### config.mk
export PLATFORM = sky130hd
export DESIGN_NAME = pipeline_elastic_stage_flat
export DESIGN_NICKNAME = d
export VERILOG_FILES = /design/src/rtl/pipeline_elastic_stage_pkg.sv /design/src/rtl/pipeline_elastic_stage_if.sv /design/src/rtl/pipeline_elastic_stage_ring_buf.sv /design/src/rtl/pipeline_elastic_stage.sv /design/src/flat_wrapper.sv
export SDC_FILE = /design/constraint.sdc
export NUM_CORES = 1
export LEC_CHECK = 0
export CAP_MARGIN = 20
export CORE_MARGIN = 3
export CORE_UTILIZATION = 46
export DETAILED_ROUTE_END_ITERATION = 12
export PLACE_DENSITY = 0.77
export RECOVER_POWER = 25
export SETUP_SLACK_MARGIN = 0.15
export SYNTH_ARGS = -nofsm -noshare
export SYNTH_HDL_FRONTEND = slang
export SYNTH_SLANG_ARGS = --single-unit
### constraint.sdc
create_clock -name CLK -period 1.66 [get_ports CLK]
set_input_delay 0.249 -clock CLK [delete_from_list [all_inputs] [get_ports CLK]]
set_output_delay 0.249 -clock CLK [all_outputs]
set_load 0.01 [all_outputs]
### src/rtl/pipeline_elastic_stage_pkg.sv
// Shared types for the inter-stage pipeline registers: legacy control states,
// per-stage bundles and their NOP patterns.
package pipeline_elastic_stage_pkg;

  typedef enum logic [1:0] {
    PIPE_ENABLE = 2'd0,
    PIPE_STALL  = 2'd1,
    PIPE_NOP    = 2'd2
  } pipe_state_t;

  typedef struct packed {
    logic [31:0] pc;
    logic [31:0] instr;
  } if_id_t;

  typedef struct packed {
    logic [31:0] pc;
    logic [31:0] rs1_val;
    logic [31:0] rs2_val;
    logic [31:0] imm;
    logic [4:0]  rd;
    logic        reg_we;
    logic        mem_re;
    logic        mem_we;
  } id_ex_t;

  // addi x0,x0,0 keeps IF/ID decodable while the stage is empty
  localparam if_id_t IF_ID_NOP = '{pc: 32'h0, instr: 32'h0000_0013};
  localparam id_ex_t ID_EX_NOP = '0;

endpackage

### src/rtl/pipeline_elastic_stage_if.sv
// Valid/ready/data handshake carrying one WIDTH-bit stage bundle.
interface pipeline_elastic_stage_if #(
  parameter int WIDTH = 64
);
  logic             valid;
  logic             ready;
  logic [WIDTH-1:0] data;

  modport master (output valid, output data, input ready);
  modport slave  (input valid, input data, output ready);
endinterface

### src/rtl/pipeline_elastic_stage_ring_buf.sv
// DEPTH-entry circular store with read/write pointers and occupancy count.
// The caller guarantees push never lands on a full buffer without a pop.
module pipeline_elastic_stage_ring_buf
  import pipeline_elastic_stage_pkg::*;
#(
  parameter int               WIDTH  = 64,
  parameter int               DEPTH  = 2,
  parameter logic [WIDTH-1:0] BUBBLE = '0
) (
  input  logic                       CLK,
  input  logic                       nRST,
  input  logic                       flush,
  input  logic                       push,
  input  logic                       pop,
  input  logic [WIDTH-1:0]           wdata,
  output logic [WIDTH-1:0]           rdata,
  output logic [$clog2(DEPTH+1)-1:0] count
);

  localparam int PW = (DEPTH > 1) ? $clog2(DEPTH) : 1;

  logic [WIDTH-1:0] mem [DEPTH];
  logic [PW-1:0]    rd_ptr;
  logic [PW-1:0]    wr_ptr;

  // Explicit wrap so non-power-of-two depths work
  function automatic logic [PW-1:0] ptr_inc(input logic [PW-1:0] p);
    return (p == PW'(DEPTH - 1)) ? '0 : p + 1'b1;
  endfunction

  always_ff @(posedge CLK or negedge nRST) begin
    if (!nRST) begin
      count  <= '0;
      rd_ptr <= '0;
      wr_ptr <= '0;
      for (int i = 0; i < DEPTH; i++) mem[i] <= BUBBLE;
    end else if (flush) begin
      count  <= '0;
      rd_ptr <= wr_ptr;
    end else begin
      if (push) begin
        mem[wr_ptr] <= wdata;
        wr_ptr      <= ptr_inc(wr_ptr);
      end
      if (pop) rd_ptr <= ptr_inc(rd_ptr);
      if (push && !pop)      count <= count + 1'b1;
      else if (pop && !push) count <= count - 1'b1;
    end
  end

  assign rdata = mem[rd_ptr];

endmodule

### src/rtl/pipeline_elastic_stage.sv
// Elastic register between two pipeline stages: valid/ready handshake,
// DEPTH-entry buffer, flush to bubble and hold to freeze the output side.
module pipeline_elastic_stage
  import pipeline_elastic_stage_pkg::*;
#(
  parameter int               WIDTH  = 64,
  parameter int               DEPTH  = 2,
  parameter logic [WIDTH-1:0] BUBBLE = '0
) (
  input  logic                       CLK,
  input  logic                       nRST,
  input  logic                       flush,
  input  logic                       hold,
  pipeline_elastic_stage_if.slave    up,
  pipeline_elastic_stage_if.master   dn,
  output logic [$clog2(DEPTH+1)-1:0] occupancy
);

  localparam int CW = $clog2(DEPTH + 1);

  logic [CW-1:0]    count;
  logic [WIDTH-1:0] head;
  logic             not_empty;
  logic             push;
  logic             pop;

  assign not_empty = (count != '0);
  assign pop       = not_empty & dn.ready & ~hold;
  // Full buffer still accepts when the head leaves in the same cycle
  assign up.ready  = (count < CW'(DEPTH)) | pop;
  assign push      = up.valid & up.ready & ~flush;

  pipeline_elastic_stage_ring_buf #(
    .WIDTH  (WIDTH),
    .DEPTH  (DEPTH),
    .BUBBLE (BUBBLE)
  ) u_ring (
    .CLK   (CLK),
    .nRST  (nRST),
    .flush (flush),
    .push  (push),
    .pop   (pop),
    .wdata (up.data),
    .rdata (head),
    .count (count)
  );

  assign dn.valid  = not_empty;
  assign dn.data   = not_empty ? head : BUBBLE;
  assign occupancy = count;

endmodule

### src/flat_wrapper.sv
// flat-port wrapper written by rule: the top's interface ports become plain ports
module pipeline_elastic_stage_flat import pipeline_elastic_stage_pkg::*;
#(
  parameter int               WIDTH  = 64,
  parameter int               DEPTH  = 2,
  parameter logic [WIDTH-1:0] BUBBLE = '0
)
  (CLK, nRST, flush, hold, occupancy, up_valid, up_data, up_ready, dn_valid, dn_data, dn_ready);
  pipeline_elastic_stage_if #(.WIDTH(WIDTH)) up_i ();
  pipeline_elastic_stage_if #(.WIDTH(WIDTH)) dn_i ();
  input  logic CLK;
  input  logic nRST;
  input  logic flush;
  input  logic hold;
  output logic [$clog2(DEPTH+1)-1:0] occupancy;
  input wire logic [$bits(up_i.valid)-1:0] up_valid;
  input wire logic [$bits(up_i.data)-1:0] up_data;
  output wire logic [$bits(up_i.ready)-1:0] up_ready;
  output wire logic [$bits(dn_i.valid)-1:0] dn_valid;
  output wire logic [$bits(dn_i.data)-1:0] dn_data;
  input wire logic [$bits(dn_i.ready)-1:0] dn_ready;
  assign up_i.valid = up_valid;
  assign up_i.data = up_data;
  assign up_ready = up_i.ready;
  assign dn_valid = dn_i.valid;
  assign dn_data = dn_i.data;
  assign dn_i.ready = dn_ready;
  pipeline_elastic_stage #(.WIDTH(WIDTH), .DEPTH(DEPTH), .BUBBLE(BUBBLE)) u_core (.CLK(CLK), .nRST(nRST), .flush(flush), .hold(hold), .up(up_i), .dn(dn_i), .occupancy(occupancy));
endmodule
-- Yosys cells after proc, flatten, opt, wreduce, memory -nomap -nowiden
Cells that the tools add are included.
- flip-flop bits (word level): 132
- logic and storage cells: 45
- $add $sub $neg: 4
- order comparisons: 4
- mux-type cells: 14
- bitwise logic cells: 9
- reduce and logical (&&, ||, !) cells: 9
- operators with widths (operator ; number):
    two-way mux 64 bit ; 5
    bitwise mux 128 bit ; 1
    demux 64 bit (select 1 bit) ; 1
    two-way mux 2 bit ; 3
    bitwise AND 1 bit ; 4
    greater-or-equal comparator 2 bit (second input constant) ; 2
    two-way mux 1 bit ; 4
    NOT 1 -> 2 bit ; 2
    nonzero test 2 bit ; 2
    logical AND 1 bit ; 3
    nonzero test 3 bit ; 1
    adder 1 bit (second input constant) ; 2
    adder 2 x 1 -> 2 bit (second input constant) ; 1
    logical NOT 1 bit ; 2
    less-than comparator 2 x 1 -> 1 bit (second input constant) ; 1
    less-than comparator 2 bit (second input constant) ; 1
    NOT 1 bit ; 2
    AND reduction 2 bit ; 1
    subtractor 2 x 1 -> 2 bit (second input constant) ; 1
    bitwise OR 1 bit ; 1

-- Longest topological paths before layout
- depth after elaboration: 11
- gate-level depth with buffers: 5

-- Cells and area by module
A second synthesis with hierarchy kept.
- cells, all modules: 437
- area total of the unflattened synthesis: 6251.0 sq um
- by module, submodules not included (module ; times used ; cells an instance ; area each (sq um) ; sequential area each (sq um)):
    pipeline_elastic_stage_ring_buf ; 1 ; 360 ; 5751.8 ; 3303.2
    pipeline_elastic_stage ; 1 ; 77 ; 499.2 ; 0.0

-- Worst setup path after synthesis
No wires, ideal clock.
- path kind: reg-to-reg
- from: reg u_core.u_ring.count[1]
- to: reg u_core.u_ring.mem[117] (netlist bit)
- library setup time: 0.125 ns
- data arrival time: 1.663 ns
- setup slack: -0.129 ns
- stages on the path, launching flop included: 5
- path buffers: 2
- path through: dfrtp_1 -> clkbuf_1 -> a211oi_4 -> buf_6 -> mux2_4
- word-level cells in the longest chain between the ends: 7
- elaborated cells on any way between the ends: 8
- RTL lines (item ; line ; RTL):
    start: declaration ; pipeline_elastic_stage_ring_buf.sv:17 ; output logic [$clog2(DEPTH+1)-1:0] count
    start signal: assignment ; pipeline_elastic_stage_ring_buf.sv:46 ; if (push && !pop) count <= count + 1'b1;
    start signal: assignment ; pipeline_elastic_stage_ring_buf.sv:47 ; else if (pop && !push) count <= count - 1'b1;
    nonzero test 2 bit ; pipeline_elastic_stage.sv:27 ; assign not_empty = (count != '0);
    bitwise AND 1 bit (2 in a row) ; pipeline_elastic_stage.sv:28 ; assign pop = not_empty & dn.ready & ~hold;
    bitwise OR 1 bit * ; pipeline_elastic_stage.sv:30 ; assign up.ready = (count < CW'(DEPTH)) | pop;
    bitwise AND 1 bit * (2 in a row) ; pipeline_elastic_stage.sv:31 ; assign push = up.valid & up.ready & ~flush;
    AND reduction 2 bit (no source line) * ; -- ;
    end signal: indexed assignment ; pipeline_elastic_stage_ring_buf.sv:42 ; mem[wr_ptr] <= wdata;
    end: declaration ; pipeline_elastic_stage_ring_buf.sv:22 ; logic [WIDTH-1:0] mem [DEPTH];
Mark *: on every way between the ends. The rest lies on a longest branch, timed or not.
A chain may end at the register's enable or synchronous reset.

-- Worst setup path in the final report
- from: reg u_core.u_ring.rd_ptr
- to: out dn_data[3]
- word-level cells in the longest chain between the ends: 5
- RTL lines (item ; line ; RTL):
    start: declaration ; pipeline_elastic_stage_ring_buf.sv:23 ; logic [PW-1:0] rd_ptr;
    start signal: assignment ; pipeline_elastic_stage_ring_buf.sv:39 ; rd_ptr <= wr_ptr;
    start signal: assignment ; pipeline_elastic_stage_ring_buf.sv:45 ; if (pop) rd_ptr <= ptr_inc(rd_ptr);
    NOT 1 -> 2 bit (not written as such) ; pipeline_elastic_stage_ring_buf.sv:51 ; assign rdata = mem[rd_ptr];
    two-way mux 64 bit (not written as such) (3 in a row) ; pipeline_elastic_stage_ring_buf.sv:51 ;
    two-way mux 64 bit ; pipeline_elastic_stage.sv:49 ; assign dn.data = not_empty ? head : BUBBLE;
    end: declaration ; flat_wrapper.sv:20 ; output wire logic [$bits(dn_i.data)-1:0] dn_data;
Every way passes these cells. The select of a mux whose other input is x is not followed.

==> results.rst <==
.. list-table::
   :header-rows: 1

   * - Metric
     - Value
   * - Fill cell count
     - 775
   * - Min Tclk post-route
     - 1.95 ns
   * - Worst-case reg-to-reg path depth
     - 8
   * - Worst hold-check slack
     - 0.471 ns
   * - Min setup slack post-route
     - -0.292 ns
   * - RD Place Congestion
     - 0.752
   * - Area of the die
     - 14600 um2
   * - Area used by multi-input combinational logic
     - 3040 um2
   * - Detailed placer's ending HPWL
     - 9440 um
   * - Peak fanout along the critical path
     - 12
   * - Critical Path RT
     - 1.41 ns
   * - Number of diodes added for antenna fixing
     - 0
   * - Transition time at the pin with the least slew margin
     - 1.30 ns
   * - Worst hold path type
     - primary input to flop
   * - Commonest cells post-synth
     - 132 x sky130_fd_sc_hd__dfrtp_1, 94 x sky130_fd_sc_hd__mux2_2, 65 x sky130_fd_sc_hd__mux2i_1, 65 x sky130_fd_sc_hd__nor2_1, 20 x sky130_fd_sc_hd__mux2_4
   * - Count of cell types in the netlist
     - 25
   * - Setup skew after layout
     - 0.00814 ns
   * - Setup repair after global routing missed its margin
     - true
   * - Number of nets produced by synthesis
     - 510
   * - Total placed cells including tap cells
     - 752
   * - All-Layer GR Usage
     - 25.1%
   * - Post-Synthesis Cell Area
     - 6080 um2
   * - DRT iter0 DRCs
     - 202
   * - Number of hold-slack violations in the final timing report
     - 0
   * - Sum of internal, switching and leakage power
     - 16.8 mW
   * - Initial DRT Pass Iterations
     - 4
   * - Number of flip-flops and latches in the synthesized netlist
     - 132
   * - Clock latency on the worst-skew pair
     - 0.42 ns
   * - Share of Yosys cell area claimed by the top area cell type
     - 54.3%
   * - Standard-cell row count
     - 41
   * - Post-detailed-route via-to-cell ratio
     - 5.20
   * - CP Class
     - flop to primary output
   * - Maximum number of pins on one net before global-route repair
     - 49
   * - Non-filler cells in the finished layout
     - 830
   * - Number of warnings reported in the yosys synthesis log
     - 0
   * - Fmax
     - 512 MHz
   * - Run status
     - finished, violations left
   * - Vias in the first global route
     - 4929
   * - Crit share post-route
     - 118%
   * - DRT antenna net count
     - 0
   * - Dpl ws
     - -0.429 ns
   * - Die height
     - 121 um
   * - Average instance area after synthesis
     - 13.8 um2
   * - Type of element launching the critical path
     - flop
   * - Deepest level of the CTS H-tree
     - 4
   * - Total number of vias
     - 4315
   * - Input/output buffers
     - 137
   * - Endpoint arrival time on the critical path
     - 1.70 ns
   * - Async SR Flop Fraction
     - 100%
   * - Number of antenna violations at the first check in global routing
     - 0
   * - First-pass GRT wire length
     - 27900 um
   * - P per Cell Area
     - 1770 nW/um2
   * - Leakage
     - 4.49 nW
   * - Setup TNS Final
     - -30.02 ns
   * - Area taken by flip-flops and latches
     - 3310 um2
   * - Reg clk slew, reported paths
     - 0.06 ns
   * - I/O pin count
     - 138
   * - Num Clock Sinks
     - 132
   * - Fraction of layout cells with a size suffix above 1
     - 49.1%
   * - Proportion of synthesized chip area in sequential cells
     - 54.3%
   * - Max-capacitance violation count
     - 0
   * - Endpoints failing setup
     - 187
   * - Maximum ir drop on the vdd rail
     - 0.000991 V
   * - Post-synth top area cell
     - sky130_fd_sc_hd__dfrtp_1
   * - Final standard cell area without fillers
     - 9500 um2
   * - DRC violation count after routing
     - 0
   * - Top FF cell, synth
     - sky130_fd_sc_hd__dfrtp_1
   * - Clock tree from TritonCTS
     - yes
   * - Synth top area cells
     - sky130_fd_sc_hd__dfrtp_1 54%, sky130_fd_sc_hd__mux2_2 17%, sky130_fd_sc_hd__mux2i_1 11%
   * - Starting density of the core
     - 47.6%
   * - Worst Hold Depth
     - 2
   * - Synthesis-to-finish area growth
     - 56.3%
   * - Buffer levels on the longest clock path
     - 2
   * - Number of enable flip-flop cells after synthesis
     - 0
   * - Final nets
     - 715
   * - Placed cell area
     - 8040 um2
   * - Capturing element type of the critical path
     - primary output
   * - Core region area
     - 12800 um2
   * - Final WL
     - 17600 um
   * - Clk Tree Root Cell
     - sky130_fd_sc_hd__clkbuf_16
   * - Remaining global-route overflow
     - 0
   * - Overall die width
     - 121 um
   * - Routed length per placed instance
     - 21.2 um
   * - Most frequent cell after synthesis
     - sky130_fd_sc_hd__dfrtp_1
   * - Slew margin rel.
     - 13.2%
   * - Violated checks
     - negative setup slack
   * - Final number of max-transition violations
     - 0
   * - CTS Buf Count
     - 17
   * - Synthesized netlist cell count
     - 440
   * - Final core occ
     - 74.4%
==> critical path: stages (launching register included) <==
cell and delay (ns):
sky130_fd_sc_hd__dfrtp_4 0.52, sky130_fd_sc_hd__buf_4 0.18, sky130_fd_sc_hd__buf_12 0.15, sky130_fd_sc_hd__mux2i_1 0.14
sky130_fd_sc_hd__nor2_1 0.14, sky130_fd_sc_hd__buf_2 0.15
==> cells by family after synthesis <==
| kind of cell | after synthesis | share of synthesized area, % |
|---|---|---|
| AOI/OAI and AO/OA | 8 | 1.23 |
| xor gates and xnor gates | 1 | 0.144 |
| buffers and inverters | 30 | 3.50 |
| DFF | 132 | 54.3 |
| muxes | 193 | 35.6 |
| and+or+nand+nor | 76 | 5.15 |
==> cell type report <==
| cell class | count | area share, % |
|---|---|---|
| sequential | 132 | 34.8 |
| clock buffer | 20 | 4.81 |
| tap | 172 | 2.27 |
| timing repair buffer | 214 | 25.0 |
| clock inverter | 12 | 0.922 |
| multi-input combinational | 278 | 32.0 |
| inverter | 2 | 0.132 |
==> where the power goes <==
part | total [mW] | leakage (nW) | internal, mW | switching (mW)
logic | 7.35 | 2.65 | 4.67 | 2.68
registers | 5.96 | 1.57 | 4.86 | 1.10
clock network | 3.48 | 0.278 | 2.10 | 1.37
==> flip-flops by register name, indices dropped and copies added, names as in the netlist <==
name / flops
u_core.u_ring.wr_ptr: 1
u_core.u_ring.rd_ptr: 1
u_core.u_ring.count: 2
u_core.u_ring.mem: 128
==> placed cells by master (no fill, tap or decap), drive strengths merged, types with 4 or more instances in the layout <==
cell type / instances
mux2i: 65
clkdlybuf4s50: 68
nand2b: 4
clkinv: 11
nor2: 65
dfrtp: 132
buf: 143
clkbuf: 22
mux2: 128
==> layer usage <==
| layer | part of all wire (%) | vias up | wire [um] | GRT usage (%) |
|---|---|---|---|---|
| li1 | - | 1946 | - | - |
| met1 | 42 | 2197 | 7390 | 31.6 |
| met3 | 5.7 | 22 | 1010 | 6.06 |
| met5 | 0 | - | 0 | 0 |
| met2 | 51 | 150 | 8910 | 42.4 |
| met4 | 1.7 | 0 | 295 | 8.50 |
==> worst paths after layout <==
check                                            start                    end  slack (ns)
max in group asynchronous                         nRST  u_core.u_ring.mem[31]        0.06
worst max-delay path              u_core.u_ring.rd_ptr             dn_data[3]       -0.29
min in group asynchronous                         nRST  u_core.u_ring.mem[13]        0.65
worst min-delay path                       up_data[50]  u_core.u_ring.mem[50]        0.47
worst max register to register  u_core.u_ring.count[1]  u_core.u_ring.mem[19]       -0.24
worst min register to register    u_core.u_ring.mem[3]   u_core.u_ring.mem[3]        0.51
==> repair_timing <==
item	in CTS	in global routing
setup buffers	24	4
setup endpoints to repair	197	198
resized for setup	384	26
gates cloned	17	0
hold buffers	1	0
pin swaps	12	17
endpoints found under the hold margin	17	0
Power figures use the tool's default switching activity.
